### src/rtl/c3lib_ckg_req_ack_ctl.sv
// ---------------------------------------------------------------------------
// c3lib_ckg_req_ack_ctl
//
// Clock-enable sequencer for a downstream c3lib clock gater. It turns a
// level clock request into a registered, glitch-free enable. It acknowledges
// only after a wake-up settle period. After the request drops, it keeps the
// clock running for an idle hysteresis period.
// This block runs on the free-running source clock, upstream of the gater.
//
// Ports:
//   clk      in   free-running (ungated) source clock
//   rst      in   asynchronous active-high reset
//   req      in   level clock request from consumers (sync to clk)
//   force_on in   debug override, treated as req=1 while high
//   clk_en   out  registered enable to the clock gater
//   ack      out  clock running and settled; consumers may proceed
//   state    out  FSM state: OFF=0, WAKE=1, ON=2, HOLD=3
//
// Parameters:
//   WAKE_CYC  cycles from clk_en rise to ack rise      (1..2^CNT_W-1)
//   IDLE_CYC  cycles clk_en is held after want drops   (1..2^CNT_W-1)
//   CNT_W     width of the shared settle/idle counter
// ---------------------------------------------------------------------------
module c3lib_ckg_req_ack_ctl #(
  parameter int WAKE_CYC = 2,
  parameter int IDLE_CYC = 8,
  parameter int CNT_W    = 4
) (
  input  logic       clk,
  input  logic       rst,
  input  logic       req,
  input  logic       force_on,
  output logic       clk_en,
  output logic       ack,
  output logic [1:0] state
);

  typedef enum logic [1:0] {
    ST_OFF  = 2'd0,
    ST_WAKE = 2'd1,
    ST_ON   = 2'd2,
    ST_HOLD = 2'd3
  } state_t;

  // Terminal counts. The counter restarts at zero on every state entry and
  // only counts up to these values, so it can never wrap.
  localparam logic [CNT_W-1:0] WAKE_LAST = CNT_W'(WAKE_CYC - 1);
  localparam logic [CNT_W-1:0] IDLE_LAST = CNT_W'(IDLE_CYC - 1);

  state_t           state_q, state_d;
  logic [CNT_W-1:0] cnt_q, cnt_d;
  logic             clk_en_q, clk_en_d;
  logic             ack_q, ack_d;
  logic             want;

  assign want = req | force_on;

  always_comb begin
    state_d  = state_q;
    cnt_d    = cnt_q;
    clk_en_d = clk_en_q;
    ack_d    = ack_q;
    case (state_q)
      ST_OFF: begin
        if (want) begin
          state_d  = ST_WAKE;
          clk_en_d = 1'b1;
          cnt_d    = '0;
        end
      end
      ST_WAKE: begin
        // The settle period always completes, even if want drops, so a
        // consumer never sees ack before the gated clock is stable.
        if (cnt_q == WAKE_LAST) begin
          state_d = ST_ON;
          ack_d   = 1'b1;
          cnt_d   = '0;
        end else begin
          cnt_d = cnt_q + 1'b1;
        end
      end
      ST_ON: begin
        if (!want) begin
          state_d = ST_HOLD;
          cnt_d   = '0;
        end
      end
      ST_HOLD: begin
        // A re-request takes priority over expiry. This keeps clk_en high
        // with no low glitch, even on the edge where the hold would expire.
        if (want) begin
          state_d = ST_ON;
          cnt_d   = '0;
        end else if (cnt_q == IDLE_LAST) begin
          state_d  = ST_OFF;
          clk_en_d = 1'b0;
          ack_d    = 1'b0;
          cnt_d    = '0;
        end else begin
          cnt_d = cnt_q + 1'b1;
        end
      end
      default: begin
        state_d  = ST_OFF;
        clk_en_d = 1'b0;
        ack_d    = 1'b0;
        cnt_d    = '0;
      end
    endcase
  end

  // Asynchronous reset drops the enable immediately at any phase. The
  // gater's latch absorbs the mid-cycle enable fall.
  always_ff @(posedge clk or posedge rst) begin
    if (rst) begin
      state_q  <= ST_OFF;
      cnt_q    <= '0;
      clk_en_q <= 1'b0;
      ack_q    <= 1'b0;
    end else begin
      state_q  <= state_d;
      cnt_q    <= cnt_d;
      clk_en_q <= clk_en_d;
      ack_q    <= ack_d;
    end
  end

  assign clk_en = clk_en_q;
  assign ack    = ack_q;
  assign state  = state_q;

endmodule

### config.mk
export PLATFORM = sky130hd
export DESIGN_NAME = c3lib_ckg_req_ack_ctl
export DESIGN_NICKNAME = d
export VERILOG_FILES = /design/src/rtl/c3lib_ckg_req_ack_ctl.sv
export SDC_FILE = /design/constraint.sdc
export NUM_CORES = 1
export LEC_CHECK = 0
export BUFFER_PORTS_ARGS = -buffer_cell sky130_fd_sc_hd__buf_2
export CAP_MARGIN = 15
export CORE_ASPECT_RATIO = 1.2
export CORE_MARGIN = 4
export CORE_UTILIZATION = 26
export CTS_BUF_LIST = sky130_fd_sc_hd__clkbuf_4
export DETAILED_ROUTE_END_ITERATION = 10
export PLACE_DENSITY_LB_ADDON = 0.12
export SLEW_MARGIN = 20
export SYNTH_ARGS = -nofsm -noshare
export SYNTH_HDL_FRONTEND = slang
export SYNTH_SLANG_ARGS = --single-unit
### constraint.sdc
create_clock -name clk -period 1.6 [get_ports clk]
set_input_delay 0.24 -clock clk [delete_from_list [all_inputs] [get_ports clk]]
set_output_delay 0.24 -clock clk [all_outputs]
set_load 0.005 [all_outputs]
After elaboration in Yosys (flattened, before gate mapping)
Cells that the tools add are included.
Word-level totals
  input port bits: 4
  word-level logic and storage cells: 42
  bits in registers: 8
Operators by class
  muxes and demuxes: 18
  bitwise logic cells: 1
  $add $sub $neg: 1
  equality and inequality tests: 11
  reduce and logical (&&, ||, !) cells: 7
Operators with widths (number)
  2-to-1 mux 4 bit: 5
  one-hot mux 4 bit (4 select lines): 1
  AND reduction 4 bit: 3
  2-to-1 mux 2 bit: 5
  inequality test 2 bit (second input constant): 5
  one-hot mux 2 bit (4 select lines): 1
  adder 4 x 1 -> 4 bit (second input constant): 1
  equality test 2 bit (second input constant): 2
  equality test 4 x 1 -> 1 bit (second input constant): 1
  equality test 4 x 3 -> 1 bit (second input constant): 1
  2-to-1 mux 1 bit: 4
  one-hot mux 1 bit (2 select lines): 2
  nonzero test 2 bit: 2
  inequality test 3 bit (second input constant): 1
  equality test 2 x 1 -> 1 bit (second input constant): 1
  zero test 2 bit: 1
  AND reduction 2 bit: 1
  bitwise OR 1 bit: 1

Logic depth before layout (Yosys ltp)
Gate-level depths: netlist of the first run.
  depth after elaboration: 4
  mapped depth: 5
  depth with buffers taken out: 5

Worst setup path before layout of the first run
OpenSTA, ideal clock, no wires.
  kind: register -> register
  from: register cnt_q[0]
  to: register cnt_q[1]
  buffers on the path: 0
  data arrival time: 1.290 ns
  setup time: 0.082 ns
  stages on the path, launching flop included: 5
  slack: 0.228 ns
  period minus slack after synthesis: 1.372 ns
  cells stage by stage: dfrtp_1 -> ha_1 -> and3b_1 -> o32a_1 -> o22ai_1
On the way
  word-level cells in the longest chain between the ends: 4
  elaborated cells on any way between the ends: 7
  those cells by class: add/sub (1); eq/ne (2); mux (4)
Ends and longest elaborated chain
  start, declared: RTL line 51  | logic [CNT_W-1:0] cnt_q, cnt_d;
  start signal, assigned: RTL line 122  | cnt_q <= cnt_d;
  adder 4 x 1 -> 4 bit or equality test 4 x 3 -> 1 bit (tied branches): RTL line 79, 100, 94
  2-to-1 mux 4 bit: RTL line 94  | end else if (cnt_q == IDLE_LAST) begin
  2-to-1 mux 4 bit: RTL line 91  | if (want) begin
  one-hot mux 4 bit (4 select lines) *: RTL line 63  | case (state_q)
Every way passes the cells marked *; elsewhere a longest branch is shown, timed or not.
A chain may end at the register's enable or synchronous reset.

Worst setup path in the final report of the first run
Same ends and word-level chain as after synthesis.

==> results.py, run 1 <==
metrics = {
    "sta": {
        "drv_slew": 0,
        "max_freq_mhz": 680,
        "period_share": 0.919,
        "final.setup.tns_ps": 0,
        "relSlewSlack": 0.785,
        "period_minus_slack_ps": 1470,
        "hold_violations": 0,
        "setup_viol": 0,
        "rsz0062_at_grt": "false",
        "clock_skew_ps": 8.01,
        "tightest_slew_ps": 322,
    },
    "place": {
        "numPortBuffers": 7,
        "gp_congestion": 0.662,
        "dp.final_hpwl_um": 787,
    },
    "drt": {
        "wl_per_cell_um": 13.2,
        "drc_errors": 0,
        "drt_pre_antenna_iters": 4,
        "drt_iter0_drc": 9,
        "postRouteWirelength_um": 993,
        "detail-route-antenna-nets": 0,
        "vias": 391,
        "detail_route.vias_per_cell": 5.21,
    },
    "clock_network": {
        "clk_path_buf_depth": 2,
        "cts-buffers-inserted": 3,
        "clkLatencyLatePin_ps": 260,
        "cts_resized": 0,
        "cts_tree": "yes",
        "clkSlewWorstSetupHoldPaths_ps": 60,
        "post-cts-setup-buffers": 0,
        "hold_buffers": 1,
        "htree_levels": 1,
        "cts_root_buffer": "clkbuf_4",
        "cts_sinks": 8,
    },
    "setup_path": {
        "required_ps": 1790,
        "path_class": "flip-flop to flip-flop",
        "path_max_fanout": 4,
        "crit_path_end_kind": "flip-flop",
        "cp.arrival_ps": 1660,
        "crit_path_start_kind": "flip-flop",
    },
    "floorplanning": {
        "start_util": 0.280,
        "io_pins": 8,
        "die_area_um2": 2560,
        "die_h_um": 54.6,
        "fp.coreArea_um2": 1680,
        "rows": 16,
        "die_x_um": 46.8,
    },
    "flow_run": {
        "maxCapViolCount": 0,
    },
    "synth": {
        "synth.largest_area_cell": "dfrtp_1",
        "synthesis.area_um2": 470,
        "synth_top_area_frac": 0.426,
        "syn-num-nets": 53,
        "syn_inst": 47,
        "async_flop_share": 1.00,
        "synth_seq_cells": 8,
        "synth_cell_types": 30,
        "syn_avg_cell_area_um2": 10.0,
        "synth_area_leaders": "dfrtp_1 43%, ha_1 5.3%, o21ai_0 4.3%",
        "ys_seq_area_frac": 0.426,
        "synth_enable_flop_cells": 0,
        "ys.flop_type": "dfrtp_1",
        "ys.warnings.count": 0,
    },
    "final_layout": {
        "multi_input_area_um2": 248,
        "mostFrequentLayoutCell": "dfrtp_1",
        "regArea_um2": 200,
        "drive_above_1_share": 0.211,
        "nFillCells": 187,
        "finish.net_count": 65,
        "final_cell_mix": "8 x dfrtp_1, 7 x buf_2, 5 x nor2_1, 4 x o21ai_0, 3 x clkbuf_4",
        "n_antenna_cell": 0,
        "area_delta_synth_final_pct": 17.6,
    },
    "power": {
        "clkPwrFrac": 0.402,
        "internal-power_uw": 310,
        "finalPower_uw": 418,
        "power_frac_seq": 0.508,
        "switching_power_uw": 108,
        "p_leak_nw": 0.255,
        "vdd_drop_max_mv": 0.321,
        "p_sw_frac": 0.258,
        "combPwrFrac": 0.090,
        "p_per_area_nw_per_um2": 756,
    },
    "min_path": {
        "hold_path_class": "primary input to flip-flop",
    },
    "global_routing": {
        "grt_max_degree": 12,
        "grt_first_pass_wirelength_um": 1720,
        "grt_overflow": 0,
        "grt_util_all_layers": 0.0987,
        "antenna_found_initial": 0,
        "grt_pass1_vias": 374,
    },
    "outcome": {
        "status": "completed",
    },
}
==> final cells by class <==
type                            instances  area share
Clock buffer                            3      0.0407
Sequential cell                         8       0.362
Timing Repair Buffer                    9      0.0950
Tap cell                               18      0.0407
Inverter                                2      0.0136
Multi-Input combinational cell         35       0.448
==> critical path, stage by stage, from the launching register on <==
cell,delay (ps)
dfrtp_1,420
ha_1,250
and3b_1,210
o32a_1,370
o22ai_1,160
==> power groups by stage <==
stage                     Sequential (mW)  Clock, mW  Combinational, mW
final                               0.212      0.168             0.0374
after global placement              0.216          0             0.0370
after floorplan                     0.213          0             0.0259
after CTS                           0.213      0.170             0.0384
after global routing                0.213      0.182             0.0423
after detailed placement            0.216          0             0.0363
==> cell usage after synthesis, types with 2 or more instances <==
cell     n
ha_1     2
o21ai_0  4
nor2_1   5
dfrtp_1  8
xor2_1   2
inv_1    2
==> stage by stage <==
step / area, µm² / utilization / worst slack [ps] / hold slack [ps] / std cells
5_1_grt: 553 / 0.329 / 14.8 / 330 / 75
3_3_place_gp: 520 / 0.310 / 150 / 212 / 71
2_1_floorplan: 470 / - / 228 / 55.7 / 47
4_1_cts: 553 / 0.329 / 117 / 322 / 75
3_5_place_dp: 520 / 0.310 / 125 / 214 / 71
6_report: 553 / 0.329 / 130 / 321 / 75
==> registers in the layout, summed over array words and instances, names as in the netlist <==
register and count:
state 2, ack 1, clk_en 1, cnt_q 4
==> worst paths after layout <==
check,depth (start not counted),slack [ps],end,start
worst max register to register,4,130,cnt_q[1],cnt_q[0]
worst min register to register,2,540,ack,ack
min in group asynchronous,3,460,cnt_q[1],rst
worst max-delay path,4,130,cnt_q[1],cnt_q[0]
max in group asynchronous,3,890,cnt_q[0],rst
worst min-delay path,3,320,state[0],req
==> kinds of logic (layout without fill, tap and decap cells) <==
kind of cell / after synthesis / after routing / synth area share
flops: 8 / 8 / 0.426
simple gates: 16 / 16 / 0.210
compound gates: 14 / 14 / 0.205
mux: 1 / 1 / 0.0213
xor+xnor: 2 / 2 / 0.0372
fa+ha+maj: 2 / 2 / 0.0532
buf+inv: 4 / 14 / 0.0479
==> metal layers <==
layer,GRT usage,up-vias,share of wire
met5,0,-,0
met4,0.0553,0,0.023
met3,0.0395,4,0.045
met2,0.143,10,0.46
met1,0.123,182,0.47
li1,-,195,-
Note: power is estimated with default switching activity, not from simulation.
==> inputs of run 2 (changes only) <==
Settings changed: MAX_ROUTING_LAYER set to met4, REMOVE_ABC_BUFFERS set to 1.
==> run 2 against run 1 <==
Power down 1.7%. Global-route usage up 0.11 points. Sequential cell count stayed put. Sequential power about the same. Worst hold slack better by 8.7 ps. Critical path depth did not move. Core utilization is the same. Register-to-register slack barely moved. Setup slack lost 3.2 ps.
==> results.py, run 2 (synthesized netlist as in run 1, its figures left out) <==
metrics = {
    "final_layout": {
        "largest_register_ffs": 4,
        "drive_above_1_share": 0.211,
        "stdcell_count": 75,
        "fin_area_um2": 553,
        "area_delta_synth_final_pct": 17.6,
        "top_register": "cnt_q",
        "finish.net_count": 65,
        "n_antenna_cell": 0,
        "mostFrequentLayoutCell": "dfrtp_1",
        "final_cell_mix": "8 x dfrtp_1, 7 x buf_2, 5 x nor2_1, 4 x o21ai_0, 3 x clkbuf_4",
    },
    "clock_network": {
        "cts_sinks": 8,
        "htree_levels": 1,
        "clkLatencyLatePin_ps": 260,
        "cts_resized": 0,
        "post-cts-setup-buffers": 0,
        "cts_tree": "yes",
        "clk_path_buf_depth": 2,
        "cts_root_buffer": "clkbuf_4",
        "cts-buffers-inserted": 3,
        "clkSlewWorstSetupHoldPaths_ps": 60,
    },
    "setup_path": {
        "path_cells": "ha_1 -> and3b_1 -> o32a_1 -> o22ai_1",
        "crit_path_start_kind": "flip-flop",
        "slowest_delay_ps": 420,
        "crit_path_top_delay_cell": "dfrtp_1",
        "required_ps": 1780,
        "path_class": "flip-flop to flip-flop",
        "crit_path_end_kind": "flip-flop",
        "path_max_fanout": 4,
        "cp.arrival_ps": 1650,
    },
    "min_path": {
        "hold_path_class": "primary input to flip-flop",
    },
    "sta": {
        "hold_ws_ps": 329,
        "tightest_slew_ps": 308,
        "rsz0062_at_grt": "false",
        "hold_violations": 0,
        "period_minus_slack_ps": 1470,
        "drv_slew": 0,
        "period_share": 0.921,
        "setup_viol": 0,
        "final.setup.tns_ps": 0,
        "relSlewSlack": 0.794,
        "clock_skew_ps": 0.931,
        "max_freq_mhz": 679,
    },
    "place": {
        "numPortBuffers": 7,
        "dp_cells": 71,
        "gp_congestion": 0.673,
        "dp.final_hpwl_um": 757,
        "placed_area_um2": 520,
    },
    "power": {
        "clkPwrFrac": 0.393,
        "power_frac_seq": 0.517,
        "p_per_area_nw_per_um2": 743,
        "combPwrFrac": 0.089,
        "internal-power_uw": 310,
        "vdd_drop_max_mv": 0.427,
        "switching_power_uw": 101,
        "p_sw_frac": 0.247,
        "p_leak_nw": 0.255,
    },
    "floorplanning": {
        "die_x_um": 46.8,
        "fp.coreArea_um2": 1680,
        "io_pins": 8,
        "die_h_um": 54.6,
        "rows": 16,
        "start_util": 0.280,
        "die_area_um2": 2560,
    },
    "drt": {
        "drt_pre_antenna_iters": 2,
        "drc_errors": 0,
        "detail_route.vias_per_cell": 5.29,
        "vias": 397,
        "detail-route-antenna-nets": 0,
        "wl_per_cell_um": 12.8,
        "drt_iter0_drc": 3,
        "postRouteWirelength_um": 959,
    },
    "flow_run": {
        "maxCapViolCount": 0,
    },
    "global_routing": {
        "grt_max_degree": 12,
        "antenna_found_initial": 0,
        "grt_util_all_layers": 0.0999,
        "grt_overflow": 0,
        "grt_pass1_vias": 383,
        "grt_first_pass_wirelength_um": 1710,
    },
    "outcome": {
        "status": "completed",
    },
}
[run 2: power groups by stage]
stage / Sequential (mW) / Combinational (mW) / Clock [mW]
after CTS: 0.212 / 0.0380 / 0.171
after floorplan: 0.215 / 0.0230 / 0
final: 0.213 / 0.0368 / 0.162
after detailed placement: 0.216 / 0.0361 / 0
after global routing: 0.213 / 0.0428 / 0.181
after global placement: 0.216 / 0.0371 / 0
[run 2: through the flow]
stage          utilization  worst slack (ps)  total power, mW
3_5_place_dp         0.310               135            0.252
2_1_floorplan            -               228            0.238
3_3_place_gp         0.310               155            0.253
5_1_grt              0.329              31.9            0.438
4_1_cts              0.329               122            0.421
6_report             0.329               126            0.411
[run 2: path summary, 6_finish.rpt]
path                             to  slack [ps]      from  cells after the start
min                        state[0]         330       req                      3
max in group asynchronous    clk_en         900       rst                      3
max reg2reg                cnt_q[1]         130  cnt_q[0]                      4
min in group asynchronous       ack         460       rst                      3
max                        cnt_q[1]         130  cnt_q[0]                      4
min reg2reg                cnt_q[0]         530  cnt_q[0]                      1
[run 2: repair_timing]
item / in CTS / in global routing
endpoints found under the hold margin: 8 / 0
hold buffers: 1 / 0
setup endpoints to repair: 0 / 0
[run 2: cell type report]
| cell class | instances | area [µm²] |
|---|---|---|
| clock buffers | 3 | 22.5 |
| fillers | 192 | 1130 |
| inverters | 2 | 7.51 |
| multi-input cells | 35 | 248 |
| flip-flops and latches | 8 | 200 |
| well taps | 18 | 22.5 |
| repair buffers | 9 | 52.6 |
[run 2: per-layer routing]
metal,GRT usage,up-vias,part of all wire,wire (µm)
li1,-,198,-,-
met4,0.0553,0,0.021,20
met1,0.122,188,0.46,439
met2,0.138,7,0.47,450
met5,-,-,0,0
met3,0.0395,4,0.050,48
[run 2: critical path: cells and delay by family (launching register included)]
| family | cells | cell delay [ps] |
|---|---|---|
| simple gates | 1 | 200 |
| flops | 1 | 420 |
| compound gates | 2 | 530 |
| fa+ha+maj | 1 | 250 |
==> inputs of run 3 (changes only) <==
Settings changed: BUFFER_PORTS_ARGS -buffer_cell sky130_fd_sc_hd__buf_2 to -buffer_cell sky130_fd_sc_hd__buf_4.
==> run 3 against run 2 <==
Combinational power grew 8.4%. Via count is the same. Critical path depth is the same. Clock-buffer cell count is the same. Clock skew is essentially flat. Design area grew 3.2%. Core utilization grew 1.0 points. Sequential power is essentially flat. Setup slack lost 18 ps. Worst hold slack lost 14 ps. Maximum frequency shrank 1.2%. First-iteration DRC count grew to 2.7 times the previous value.
==> results.py, run 3 (synthesized netlist as in run 1, its figures left out) <==
metrics = {
    "sta": {
        "period_minus_slack_ps": 1490,
        "drv_slew": 0,
        "setup_viol": 0,
        "final.setup.tns_ps": 0,
        "clock_skew_ps": 1.34,
        "tightest_slew_ps": 325,
        "period_share": 0.932,
        "max_freq_mhz": 670,
        "relSlewSlack": 0.783,
        "hold_violations": 0,
        "rsz0062_at_grt": "false",
    },
    "place": {
        "numPortBuffers": 7,
        "gp_congestion": 0.710,
        "dp.final_hpwl_um": 776,
    },
    "floorplanning": {
        "start_util": 0.280,
        "rows": 16,
        "fp.coreArea_um2": 1680,
        "die_x_um": 46.8,
        "die_h_um": 54.6,
        "die_area_um2": 2560,
        "io_pins": 8,
    },
    "setup_path": {
        "cp.arrival_ps": 1660,
        "r2r-start": "cnt_q[0]",
        "reg2reg_setup_slack_ps": 110,
        "crit_path_end_kind": "flip-flop",
        "r2r_cells": 4,
        "crit_path_start_kind": "flip-flop",
        "path_max_fanout": 4,
        "r2r_end": "cnt_q[1]",
        "path_class": "flip-flop to flip-flop",
        "required_ps": 1770,
    },
    "global_routing": {
        "grt_util_all_layers": 0.0980,
        "grt_overflow": 0,
        "grt_max_degree": 12,
        "grt_first_pass_wirelength_um": 1660,
        "antenna_found_initial": 0,
        "grt_pass1_vias": 364,
    },
    "final_layout": {
        "top_register": "cnt_q",
        "nFillCells": 194,
        "n_antenna_cell": 0,
        "largest_register_ffs": 4,
        "area_delta_synth_final_pct": 21.3,
        "finish.net_count": 65,
        "fin_util": 0.339,
        "drive_above_1_share": 0.211,
        "final_cell_mix": "8 x dfrtp_1, 8 x buf_4, 5 x nor2_1, 4 x o21ai_0, 3 x clkbuf_4",
    },
    "drt": {
        "top_layer_used": "met4",
        "detail_route.vias_per_cell": 5.29,
        "detail-route-antenna-nets": 0,
        "wl_met3_um": 58,
        "routedLengthMet1_um": 458,
        "wl_per_cell_um": 13.5,
        "drc_errors": 0,
        "drt_iter0_drc": 8,
        "drt_pre_antenna_iters": 2,
        "vias": 397,
        "wl_met2_um": 480,
        "postRouteWirelength_um": 1010,
    },
    "clock_network": {
        "htree_levels": 1,
        "clkSlewWorstSetupHoldPaths_ps": 50,
        "cts_sinks": 8,
        "clk_path_buf_depth": 2,
        "cts_resized": 0,
        "cts_root_buffer": "clkbuf_4",
        "cts_tree": "yes",
        "cts-buffers-inserted": 3,
        "clkLatencyLatePin_ps": 250,
    },
    "min_path": {
        "min_from": "req",
        "worstHoldEndpoint": "state[0]",
        "hold_path_class": "primary input to flip-flop",
        "holdPathStages": 3,
    },
    "outcome": {
        "status": "completed",
    },
    "power": {
        "vdd_drop_max_mv": 0.422,
        "p_leak_nw": 0.261,
        "p_per_area_nw_per_um2": 715,
    },
    "flow_run": {
        "maxCapViolCount": 0,
    },
}
[run 3: changes by cell type in the layout (fill, tap and decap cells not counted)]
cell and delta:
buf_2 -7, buf_4 +7
[run 3: worst max path at each step]
stage | slack [ps] | endpoint | from
floorplan | 230 | cnt_q[1] | cnt_q[0]
global placement | 150 | cnt_q[1] | cnt_q[0]
detailed placement | 130 | cnt_q[1] | cnt_q[0]
CTS | 110 | cnt_q[1] | cnt_q[0]
global route | 30 | cnt_q[0] | cnt_q[0]
finish | 110 | cnt_q[1] | cnt_q[0]
[run 3: critical path, stage by stage (launching register included)]
cell and delay (ps):
dfrtp_1 420, ha_1 250, and3b_1 200, o32a_1 380
o22ai_1 170
[run 3: power breakdown]
group          internal, mW  switching, mW  total (mW)
combinational        0.0198         0.0201      0.0399
sequential            0.206        0.00645       0.213
clock                0.0859         0.0692       0.155
total                 0.312         0.0958       0.408
[run 3: cell type report]
| cell class | count | area (µm²) | area share |
|---|---|---|---|
| inverter | 2 | 7.51 | 0.0132 |
| multi-input combinational | 35 | 248 | 0.434 |
| clock buffer | 3 | 22.5 | 0.0395 |
| sequential | 8 | 200 | 0.351 |
| tap | 18 | 22.5 | 0.0395 |
| timing repair buffer | 9 | 70.1 | 0.123 |
[run 3: metrics by stage]
| step | worst slack (ps) | hold slack [ps] | cell area [µm²] | power (mW) | cells |
|---|---|---|---|---|---|
| floorplan | 228 | 55.7 | 455 | 0.238 | 45 |
| global placement | 153 | 225 | 538 | 0.256 | 71 |
| detailed placement | 132 | 233 | 538 | 0.256 | 71 |
| CTS | 108 | 313 | 571 | 0.416 | 75 |
| global route | 32.1 | 309 | 571 | 0.439 | 75 |
| finish | 109 | 316 | 571 | 0.408 | 75 |
[run 3: layer usage]
layer  vias up  global-route usage
li1        196                   -
met1       192               0.110
met2         7               0.143
met3         2              0.0526
met4         0              0.0415
met5         -                   -
[run 3: repair_timing]
| item | in CTS | in global routing |
|---|---|---|
| endpoints found under the setup margin | 0 | 0 |
| hold endpoints to repair | 8 | 0 |
| hold buffers | 1 | 0 |
| setup buffers | 0 | 0 |
